**src/rtl/apb_fsm_controller_if.sv**
```systemverilog
// AHB-side address/data signals and APB bus of the AHB-to-APB sequencer; Pready exists only with APB_PREADY_EN.
// slave modport belongs to the controller, master modport to the surrounding bridge/peripheral model.
interface apb_fsm_controller_if #(
  parameter int ADDR_W = 32,
  parameter int DATA_W = 32
);
  logic              valid;
  logic              Hwrite;
  logic [ADDR_W-1:0] Haddr;
  logic [DATA_W-1:0] Hwdata;
  logic [2:0]        tempselx;
  logic [DATA_W-1:0] Prdata;
`ifdef APB_PREADY_EN
  logic              Pready;
`endif
  logic [2:0]        Pselx;
  logic              Penable;
  logic              Pwrite;
  logic [ADDR_W-1:0] Paddr;
  logic [DATA_W-1:0] Pwdata;
  logic              Hreadyout;
  logic [DATA_W-1:0] Hrdata;

  modport slave (
`ifdef APB_PREADY_EN
    input  Pready,
`endif
    input  valid, Hwrite, Haddr, Hwdata, tempselx, Prdata,
    output Pselx, Penable, Pwrite, Paddr, Pwdata, Hreadyout, Hrdata
  );

  modport master (
`ifdef APB_PREADY_EN
    output Pready,
`endif
    output valid, Hwrite, Haddr, Hwdata, tempselx, Prdata,
    input  Pselx, Penable, Pwrite, Paddr, Pwdata, Hreadyout, Hrdata
  );
endinterface

```
**src/rtl/apb_fsm_controller.sv**
```systemverilog
// AHB-to-APB sequencer: each accepted AHB transfer becomes an APB SETUP+ENABLE pair, one transfer buffered (APB_PREADY_EN adds Pready wait states).
// Read latency 2 cycles; master stalled via Hreadyout while a buffered transfer drains or a read is in SETUP.
module apb_fsm_controller #(
  parameter int ADDR_W = 32,
  parameter int DATA_W = 32
) (
  input logic                  Hclk,
  input logic                  Hreset,
  apb_fsm_controller_if.slave  bus
);

  typedef enum logic [2:0] {
    IDLE, WWAIT, READ, RENABLE, WRITE, WRITEP, WENABLE, WENABLEP
  } state_t;

  typedef struct packed {
    logic [2:0]        sel;
    logic              en;
    logic              wr;
    logic [ADDR_W-1:0] addr;
    logic [DATA_W-1:0] wdata;
    logic              hready;
  } apb_out_t;

  localparam apb_out_t OUT_RST = '{sel: 3'b000, en: 1'b0, wr: 1'b0,
                                   addr: '0, wdata: '0, hready: 1'b1};

  state_t            state, state_nxt;
  apb_out_t          out_q, out_d;
  logic [ADDR_W-1:0] pend_addr, pend_addr_nxt;
  logic [2:0]        pend_sel, pend_sel_nxt;
  logic              pend_wr, pend_wr_nxt;
  logic              pready;

`ifdef APB_PREADY_EN
  assign pready = bus.Pready;
`else
  assign pready = 1'b1;
`endif

  always_ff @(posedge Hclk or posedge Hreset) begin
    if (Hreset) begin
      state     <= IDLE;
      out_q     <= OUT_RST;
      pend_addr <= '0;
      pend_sel  <= '0;
      pend_wr   <= 1'b0;
    end else begin
      state     <= state_nxt;
      out_q     <= out_d;
      pend_addr <= pend_addr_nxt;
      pend_sel  <= pend_sel_nxt;
      pend_wr   <= pend_wr_nxt;
    end
  end

  always_comb begin
    state_nxt     = state;
    out_d         = out_q;
    pend_addr_nxt = pend_addr;
    pend_sel_nxt  = pend_sel;
    pend_wr_nxt   = pend_wr;

    case (state)
      // ENABLE states only move on once the peripheral is ready
      IDLE, RENABLE, WENABLE: begin
        if (state == IDLE || pready) begin
          out_d.en = 1'b0;
          if (bus.valid && bus.Hwrite) begin
            state_nxt     = WWAIT;
            pend_addr_nxt = bus.Haddr;
            pend_sel_nxt  = bus.tempselx;
            pend_wr_nxt   = 1'b1;
            out_d.sel     = 3'b000;
            out_d.hready  = 1'b1;
          end else if (bus.valid) begin
            state_nxt    = READ;
            out_d.addr   = bus.Haddr;
            out_d.sel    = bus.tempselx;
            out_d.wr     = 1'b0;
            out_d.hready = 1'b0;
          end else begin
            state_nxt    = IDLE;
            out_d.sel    = 3'b000;
            out_d.hready = 1'b1;
          end
        end
      end

      // write data arrives now; a new address may be buffered in the same cycle
      WWAIT: begin
        out_d.addr  = pend_addr;
        out_d.sel   = pend_sel;
        out_d.wdata = bus.Hwdata;
        out_d.wr    = 1'b1;
        out_d.en    = 1'b0;
        if (bus.valid) begin
          state_nxt     = WRITEP;
          out_d.hready  = 1'b0;
          pend_addr_nxt = bus.Haddr;
          pend_sel_nxt  = bus.tempselx;
          pend_wr_nxt   = bus.Hwrite;
        end else begin
          state_nxt    = WRITE;
          out_d.hready = 1'b1;
        end
      end

      WRITE: begin
        out_d.en = 1'b1;
        if (bus.valid) begin
          state_nxt     = WENABLEP;
          out_d.hready  = 1'b0;
          pend_addr_nxt = bus.Haddr;
          pend_sel_nxt  = bus.tempselx;
          pend_wr_nxt   = bus.Hwrite;
        end else begin
          state_nxt    = WENABLE;
          out_d.hready = 1'b1;
        end
      end

      WRITEP: begin
        state_nxt    = WENABLEP;
        out_d.en     = 1'b1;
        out_d.hready = 1'b0;
      end

      READ: begin
        state_nxt    = RENABLE;
        out_d.en     = 1'b1;
        out_d.hready = 1'b1;
      end

      WENABLEP: begin
        if (pready) begin
          out_d.addr = pend_addr;
          out_d.sel  = pend_sel;
          out_d.en   = 1'b0;
          if (pend_wr) begin
            state_nxt    = WRITE;
            out_d.wdata  = bus.Hwdata;
            out_d.wr     = 1'b1;
            out_d.hready = 1'b1;
          end else begin
            state_nxt    = READ;
            out_d.wr     = 1'b0;
            out_d.hready = 1'b0;
          end
        end
      end

      default: begin
        state_nxt = IDLE;
        out_d     = OUT_RST;
      end
    endcase
  end

  assign bus.Pselx   = out_q.sel;
  assign bus.Penable = out_q.en;
  assign bus.Pwrite  = out_q.wr;
  assign bus.Paddr   = out_q.addr;
  assign bus.Pwdata  = out_q.wdata;
  assign bus.Hrdata  = (state == RENABLE) ? bus.Prdata : '0;

`ifdef APB_PREADY_EN
  assign bus.Hreadyout = out_q.hready &
                         (pready || !(state == RENABLE || state == WENABLE));
`else
  assign bus.Hreadyout = out_q.hready;
`endif

endmodule
```
**src/flat_wrapper.sv**
```systemverilog
// flat-port wrapper written by rule: the top's interface ports become plain ports
module apb_fsm_controller_flat 
#(
  parameter int ADDR_W = 32,
  parameter int DATA_W = 32
)
  (Hclk, Hreset, bus_valid, bus_Hwrite, bus_Haddr, bus_Hwdata, bus_tempselx, bus_Prdata, bus_Pselx, bus_Penable, bus_Pwrite, bus_Paddr, bus_Pwdata, bus_Hreadyout, bus_Hrdata);
  apb_fsm_controller_if #(.ADDR_W(ADDR_W), .DATA_W(DATA_W)) bus_i ();
  input logic Hclk;
  input logic Hreset;
  input wire logic [$bits(bus_i.valid)-1:0] bus_valid;
  input wire logic [$bits(bus_i.Hwrite)-1:0] bus_Hwrite;
  input wire logic [$bits(bus_i.Haddr)-1:0] bus_Haddr;
  input wire logic [$bits(bus_i.Hwdata)-1:0] bus_Hwdata;
  input wire logic [$bits(bus_i.tempselx)-1:0] bus_tempselx;
  input wire logic [$bits(bus_i.Prdata)-1:0] bus_Prdata;
  output wire logic [$bits(bus_i.Pselx)-1:0] bus_Pselx;
  output wire logic [$bits(bus_i.Penable)-1:0] bus_Penable;
  output wire logic [$bits(bus_i.Pwrite)-1:0] bus_Pwrite;
  output wire logic [$bits(bus_i.Paddr)-1:0] bus_Paddr;
  output wire logic [$bits(bus_i.Pwdata)-1:0] bus_Pwdata;
  output wire logic [$bits(bus_i.Hreadyout)-1:0] bus_Hreadyout;
  output wire logic [$bits(bus_i.Hrdata)-1:0] bus_Hrdata;
  assign bus_i.valid = bus_valid;
  assign bus_i.Hwrite = bus_Hwrite;
  assign bus_i.Haddr = bus_Haddr;
  assign bus_i.Hwdata = bus_Hwdata;
  assign bus_i.tempselx = bus_tempselx;
  assign bus_i.Prdata = bus_Prdata;
  assign bus_Pselx = bus_i.Pselx;
  assign bus_Penable = bus_i.Penable;
  assign bus_Pwrite = bus_i.Pwrite;
  assign bus_Paddr = bus_i.Paddr;
  assign bus_Pwdata = bus_i.Pwdata;
  assign bus_Hreadyout = bus_i.Hreadyout;
  assign bus_Hrdata = bus_i.Hrdata;
  apb_fsm_controller #(.ADDR_W(ADDR_W), .DATA_W(DATA_W)) u_core (.Hclk(Hclk), .Hreset(Hreset), .bus(bus_i));
endmodule
```
**config.mk**
```make
export PLATFORM = sky130hd
export DESIGN_NAME = apb_fsm_controller_flat
export DESIGN_NICKNAME = d
export VERILOG_FILES = /design/src/rtl/apb_fsm_controller_if.sv /design/src/rtl/apb_fsm_controller.sv /design/src/flat_wrapper.sv
export SDC_FILE = /design/constraint.sdc
export NUM_CORES = 1
export LEC_CHECK = 0
export CAP_MARGIN = 10
export CORE_MARGIN = 3
export CORE_UTILIZATION = 46
export CTS_CLUSTER_DIAMETER = 80
export DETAILED_ROUTE_END_ITERATION = 7
export GPL_TIMING_DRIVEN = 0
export PLACE_DENSITY = 0.85
export SLEW_MARGIN = 20
export SYNTH_ARGS = -nofsm -noshare
export SYNTH_HDL_FRONTEND = slang
export SYNTH_SLANG_ARGS = --single-unit
```
**constraint.sdc**
```tcl
create_clock -name Hclk -period 5.6 [get_ports Hclk]
set_input_delay 1.4 -clock Hclk [delete_from_list [all_inputs] [get_ports Hclk]]
set_output_delay 1.4 -clock Hclk [all_outputs]
set_load 0.02 [all_outputs]
```
==> flow_summary_export.csv, run 1 <==
group,metric,value,unit
status,run_status,"finished clean",
logic_synthesis,synthDistinctLibCells,33,
clocking,cts_inserted_buffers,9,
logic_synthesis,synth_edf_count,0,
grt,grt_pass1_wl,18800,um
min_path,min_to,"u_core.pend_addr[25]",
clocking,ctsHoldBuffers,0,
finish,final_area,7310,sq um
timing,finalMaxSlewViolations,0,
clocking,clock_latency,0.37,ns
logic_synthesis,yosysTopAreaCell,"dfrtp_1",
min_path,timing.hold.worst.start,"u_core.pend_addr[25]",
detailed_routing,wl,11900,um
logic_synthesis,syn_nets,455,
place,pre_cts_ws,1.60,ns
place,portBuffers,203,
timing,rsz0062_at_grt,"false",
finish,area_delta_synth_final,49.4,%
pwr,ir_worst_vdd,0.290,mV
clocking,cts_tree,"yes",
worst_setup_path,critical_path_required,4.20,ns
logic_synthesis,synth_cells,352,
worst_setup_path,reg2reg_from,"u_core.state[2]",
flow_run,drv_cap,0,
finish,most-common-layout-cells,"clkdlybuf4s50_1, mux2_2, dfrtp_1, and2_1, nand2_1",
detailed_routing,drt-pass1-iter-count,4,
grt,grt_max_degree,60,
finish,finalNetCount,670,
logic_synthesis,yosysTopAreaCellShare,55.2,%
pwr,p_clk_share,10.4,%
grt,antenna_found_initial,0,
worst_setup_path,r2r_setup_slack,3.65,ns
logic_synthesis,ys_warn_count,0,
pwr,p_leak,3.03,nW
timing,max_slew_margin,62.9,%
detailed_routing,vias,3509,
clocking,cts.repair.resized,0,
logic_synthesis,yosys_register_bits,109,
timing,fmax,249,MHz
worst_setup_path,r2r_end,"u_core.bus.Paddr[11]",
worst_setup_path,r2r_cells,5,
worst_setup_path,end_kind,"primary output",
pwr,power_density,592,nW/um^2
worst_setup_path,arrival,2.61,ns
timing,hold_viol,0,
pwr,finalPower,4.33,mW
logic_synthesis,synthFlopType,"dfrtp_1",
pwr,power_frac_seq,32.6,%
timing,fin_crit,4.01,ns
place,gp_congestion,0.823,
finish,antennaDiodeCount,0,
worst_setup_path,cp_max_fo,1,
timing,post-route-period-util,71.7,%
detailed_routing,drtIter0Drc,137,
detailed_routing,wire_per_inst,16.8,um
pwr,swShare,37.0,%
clocking,cts_buffer_depth,2,
worst_setup_path,startpoint_type,"input port",
logic_synthesis,synth_area_leaders,"dfrtp_1, mux2_2, and2_1",
clocking,clk_pin_slew,0.10,ns
finish,layout-drive-gt1-share,29.5,%
place,dpl.hpwl,9080,um
floorplan,ios,205,
floorplan,dieWidth,109,um
floorplan,rows,37,
worst_setup_path,critPathKind,"input port to primary output",
min_path,hold_path.class,"flip-flop to flip-flop",
pwr,p_int,2.73,mW
detailed_routing,drtAntennaViolNets,0,
pwr,combPwrFrac,56.9,%
timing,worst_pin_slew,0.540,ns
grt,grt_pass1_vias,3710,
timing,fin_skew,0.0147,ns
min_path,hold_depth,1,
floorplan,die_area,11900,sq um
clocking,clkSinkCount,109,
place,placed_cell_area,7130,sq um
clocking,post_cts.repair.setup_buffers,0,
detailed_routing,drc,0,
clocking,cts_root_buf,"clkbuf_8",
grt,gr-total-overflow,0,
detailed_routing,via_per_inst,4.96,
logic_synthesis,synthesis.area,4890,sq um
floorplan,dieHeight,109,um
timing,setup_violations,0,
pwr,p_switching,1.60,mW
grt,grtUsageTotal,20.2,%
timing,timing.final.ws_setup,1.59,ns
logic_synthesis,async_flop_share,100,%
floorplan,start_util,47.4,%
logic_synthesis,synth_seq_area_share,55.8,%
finish,final_common_cell,"clkdlybuf4s50_1",
logic_synthesis,syn_avg_cell_area,13.9,sq um
floorplan,core_area,10300,sq um
finish,fill_cells,727,
clocking,htreeDepth,3,
==> cells by family (layout without fill, tap and decap cells) <==
kind of cell,count (synthesis),after routing,synth area share [%]
simple gates,61,61,7.08
mux,132,132,30.6
flops,109,109,55.8
fa+ha+maj,1,1,0.205
compound gates,21,21,3.15
buf+inv,27,247,3.02
xor+xnor,1,1,0.179
==> final cells by class <==
class                           instances  area [sq um]  area share (%)
Buffer                                 21           125            1.71
Clock buffer                            9           124            1.69
Clock inverter                          7          60.1           0.821
Inverter                                6          27.5           0.377
Multi-Input combinational cell        216          2020            27.6
Sequential cell                       109          2730            37.3
Tap cell                              136           170            2.33
Timing Repair Buffer                  204          2060            28.2
==> metal layers <==
layer | vias to the layer above | GRT usage (%) | share of wire [%]
li1 | 1655 | - | -
met1 | 1739 | 25.0 | 40
met2 | 107 | 35.0 | 51
met3 | 8 | 6.04 | 7.2
met4 | 0 | 3.88 | 0.91
met5 | - | 0 | 0
==> power groups by stage <==
stage | Sequential (mW) | Combinational, mW | Clock [mW]
after floorplan | 1.71 | 1.23 | 0
after global placement | 1.40 | 2.42 | 0
after detailed placement | 1.43 | 2.49 | 0
after CTS | 1.42 | 2.50 | 0.467
after global routing | 1.46 | 2.64 | 0.499
final | 1.41 | 2.46 | 0.450
==> through the flow <==
step,setup TNS [ns],hold slack [ns],instances,utilization [%]
finish,0,0.511,708,70.8
global route,0,0.522,708,70.8
CTS,0,0.515,708,70.8
detailed placement,0,0.492,692,69.0
global placement,-18.85,0.483,691,68.7
floorplan,0,0.475,352,-
==> critical path, cell delays in order <==
cell	delay [ns]
clkdlybuf4s50_1	0.45
and2_1	0.14
clkdlybuf4s50_1	0.62
==> worst max path at each step <==
stage / startpoint / end / cells past startpoint
6_report: bus_Prdata[18] / bus_Hrdata[18] / 3
5_1_grt: u_core.state[0] / bus_Hrdata[4] / 6
4_1_cts: bus_Prdata[18] / bus_Hrdata[18] / 3
3_5_place_dp: bus_Prdata[23] / bus_Hrdata[23] / 3
3_3_place_gp: Hreset / u_core.pend_addr[6] / 2
2_1_floorplan: Hreset / u_core.bus.Paddr[0] / 1
==> state kept, by name, summed over array words and instances (netlist names) <==
name,flops
u_core.bus.Hreadyout,1
u_core.bus.Paddr,32
u_core.bus.Penable,1
u_core.bus.Pselx,3
u_core.bus.Pwdata,32
u_core.bus.Pwrite,1
u_core.pend_addr,32
u_core.pend_sel,3
u_core.pend_wr,1
u_core.state,3
==> synth_stat cells, types with 2 or more instances <==
| master | n |
|---|---|
| buf_6 | 2 |
| a211o_1 | 2 |
| nand2_1 | 11 |
| o311ai_0 | 2 |
| buf_2 | 7 |
| dfrtp_1 | 108 |
| mux2_4 | 3 |
| nand3_1 | 4 |
| a21oi_1 | 6 |
| nor2_1 | 4 |
| and2_1 | 32 |
| clkbuf_1 | 5 |
| o21ai_0 | 3 |
| a22o_1 | 2 |
| inv_1 | 6 |
| buf_4 | 6 |
| nand2b_1 | 4 |
| mux2_2 | 128 |
| o221ai_1 | 3 |
(Power assumes the default switching activity.)
==> run 2: changes to the inputs <==
- CORE_UTILIZATION: 46 -> 39
- PLACE_DENSITY: 0.85 -> 0.77
- clock period: 5.6 -> 3.6 ns (I/O delays scaled with it)
==> flow_summary_export.csv, run 2 (synthesized netlist as in run 1, its figures left out) <==
group,metric,value,unit
place,gp_congestion,0.839,
floorplan,dieWidth,118,um
timing,max_slew_margin,57.8,%
clocking,clock_latency,0.35,ns
clocking,cts_buffer_depth,2,
finish,layout-drive-gt1-share,29.8,%
finish,final_util,61.6,%
timing,finalSetupTns,0,ns
clocking,cts_inserted_buffers,9,
timing,post-route-period-util,93.0,%
min_path,hold_path.class,"flip-flop to flip-flop",
timing,fin_skew,0.00989,ns
timing,hold_viol,0,
floorplan,die_area,13900,sq um
finish,area_delta_synth_final,53.2,%
floorplan,start_util,40.2,%
min_path,min_to,"u_core.pend_addr[10]",
detailed_routing,drt-pass1-iter-count,4,
floorplan,ios,205,
timing,timing.final.ws_setup,0.252,ns
clocking,clkSinkCount,109,
worst_setup_path,arrival,2.45,ns
worst_setup_path,critical_path_required,2.70,ns
place,dpl.hpwl,9390,um
pwr,power_density,940,nW/um^2
floorplan,core_area,12200,sq um
timing,fin_crit,3.35,ns
timing,hold_ws,0.504,ns
worst_setup_path,r2r_setup_slack,1.65,ns
worst_setup_path,cp_max_fo,10,
clocking,post_cts.repair.setup_buffers,0,
clocking,cts_root_buf,"clkbuf_16",
timing,setup_violations,0,
timing,worst_pin_slew,0.615,ns
detailed_routing,wire_per_inst,16.6,um
worst_setup_path,reg2reg_from,"u_core.state[2]",
grt,grt_pass1_wl,20300,um
min_path,hold_depth,1,
grt,grt_max_degree,33,
worst_setup_path,critPathKind,"flip-flop to primary output",
floorplan,rows,40,
detailed_routing,drtAntennaViolNets,0,
min_path,timing.hold.worst.start,"u_core.pend_addr[10]",
finish,final_area,7500,sq um
detailed_routing,vias,3525,
grt,gr-total-overflow,0,
timing,finalMaxSlewViolations,0,
finish,fill_cells,981,
clocking,cts_tree,"yes",
detailed_routing,via_per_inst,4.76,
clocking,clk_pin_slew,0.07,ns
grt,antenna_found_initial,0,
clocking,htreeDepth,3,
timing,rsz0062_at_grt,"false",
finish,finalNetCount,671,
place,portBuffers,203,
detailed_routing,drtIter0Drc,148,
grt,grt_pass1_vias,3959,
worst_setup_path,r2r_end,"u_core.bus.Paddr[21]",
pwr,p_leak,3.09,nW
finish,antennaDiodeCount,0,
worst_setup_path,r2r_cells,5,
finish,most-common-layout-cells,"clkdlybuf4s50_1, mux2_2, dfrtp_1, and2_1, nand2_1",
floorplan,dieHeight,118,um
detailed_routing,drc,0,
timing,fmax,299,MHz
pwr,ir_worst_vdd,0.545,mV
worst_setup_path,end_kind,"primary output",
flow_run,drv_cap,0,
detailed_routing,wl,12300,um
place,pre_cts_ws,0.512,ns
grt,grtUsageTotal,18.1,%
place,placed_cell_area,7200,sq um
finish,final_common_cell,"clkdlybuf4s50_1",
worst_setup_path,startpoint_type,"flip-flop",
status,run_status,"finished clean",
## run 2: cell types whose count changed in the layout (fill, tap and decap cells not counted), moves of 2 or more
cell	before	now
clkinvlp_4	1	3
clkinv_4	0	2
inv_6	4	1
clkbuf_16	0	9
clkbuf_8	9	0
buf_12	0	3
clkinv_2	2	0
## run 2: metal layers
layer	global-route usage, %	part of all wire [%]	vias to the layer above
li1	-	-	1661
met1	20.6	40	1738
met2	31.4	51	114
met3	7.69	7.7	12
met4	4.91	1.3	0
met5	0	0	-
## run 2: timing repair
item | CTS | global route
gates resized for setup | 0 | 2
hold buffers | 0 | 0
endpoints found under the setup margin | 0 | 30
## run 2: where the power goes
| group | internal (mW) | total [mW] | switching, mW | leakage (nW) |
|---|---|---|---|---|
| clock network | 0.545 | 0.993 | 0.449 | 0.139 |
| logic | 2.11 | 3.84 | 1.73 | 1.67 |
| registers | 1.88 | 2.21 | 0.337 | 1.28 |
## run 2: layout make-up
class / instances / area (sq um) / area share, %
clock buffer: 10 / 229 / 3.05
timing repair buffer: 206 / 2090 / 27.9
clock inverter: 6 / 71.3 / 0.951
sequential: 109 / 2730 / 36.4
inverter: 6 / 26.3 / 0.351
multi-input combinational: 216 / 2020 / 26.9
tap: 168 / 210 / 2.80
buffer: 20 / 123 / 1.64
## run 2: worst max path at each step
stage | startpoint | end | slack [ns] | cells after the start
after detailed placement | u_core.state[0] | bus_Hrdata[12] | 0.51 | 6
final | u_core.state[2] | bus_Hrdata[25] | 0.25 | 5
after CTS | u_core.state[0] | bus_Hrdata[12] | 0.09 | 6
after global placement | Hreset | u_core.bus.Penable | 0.33 | 2
after floorplan | u_core.state[2] | bus_Hrdata[10] | 1.31 | 4
after global routing | u_core.state[2] | bus_Hrdata[26] | 0.06 | 5
## run 2: per-stage QoR
stage,instances,total power [mW]
floorplan,352,4.57
global placement,723,5.98
detailed placement,726,6.13
CTS,742,7.16
global route,741,7.50
finish,741,7.05
## run 2: worst max-delay path, cell delays in order (launching register included)
cell and delay (ns):
dfrtp_1 0.43, or2b_2 0.36, nor2_1 0.23, clkbuf_1 0.29, and2_1 0.18, clkdlybuf4s50_1 0.62
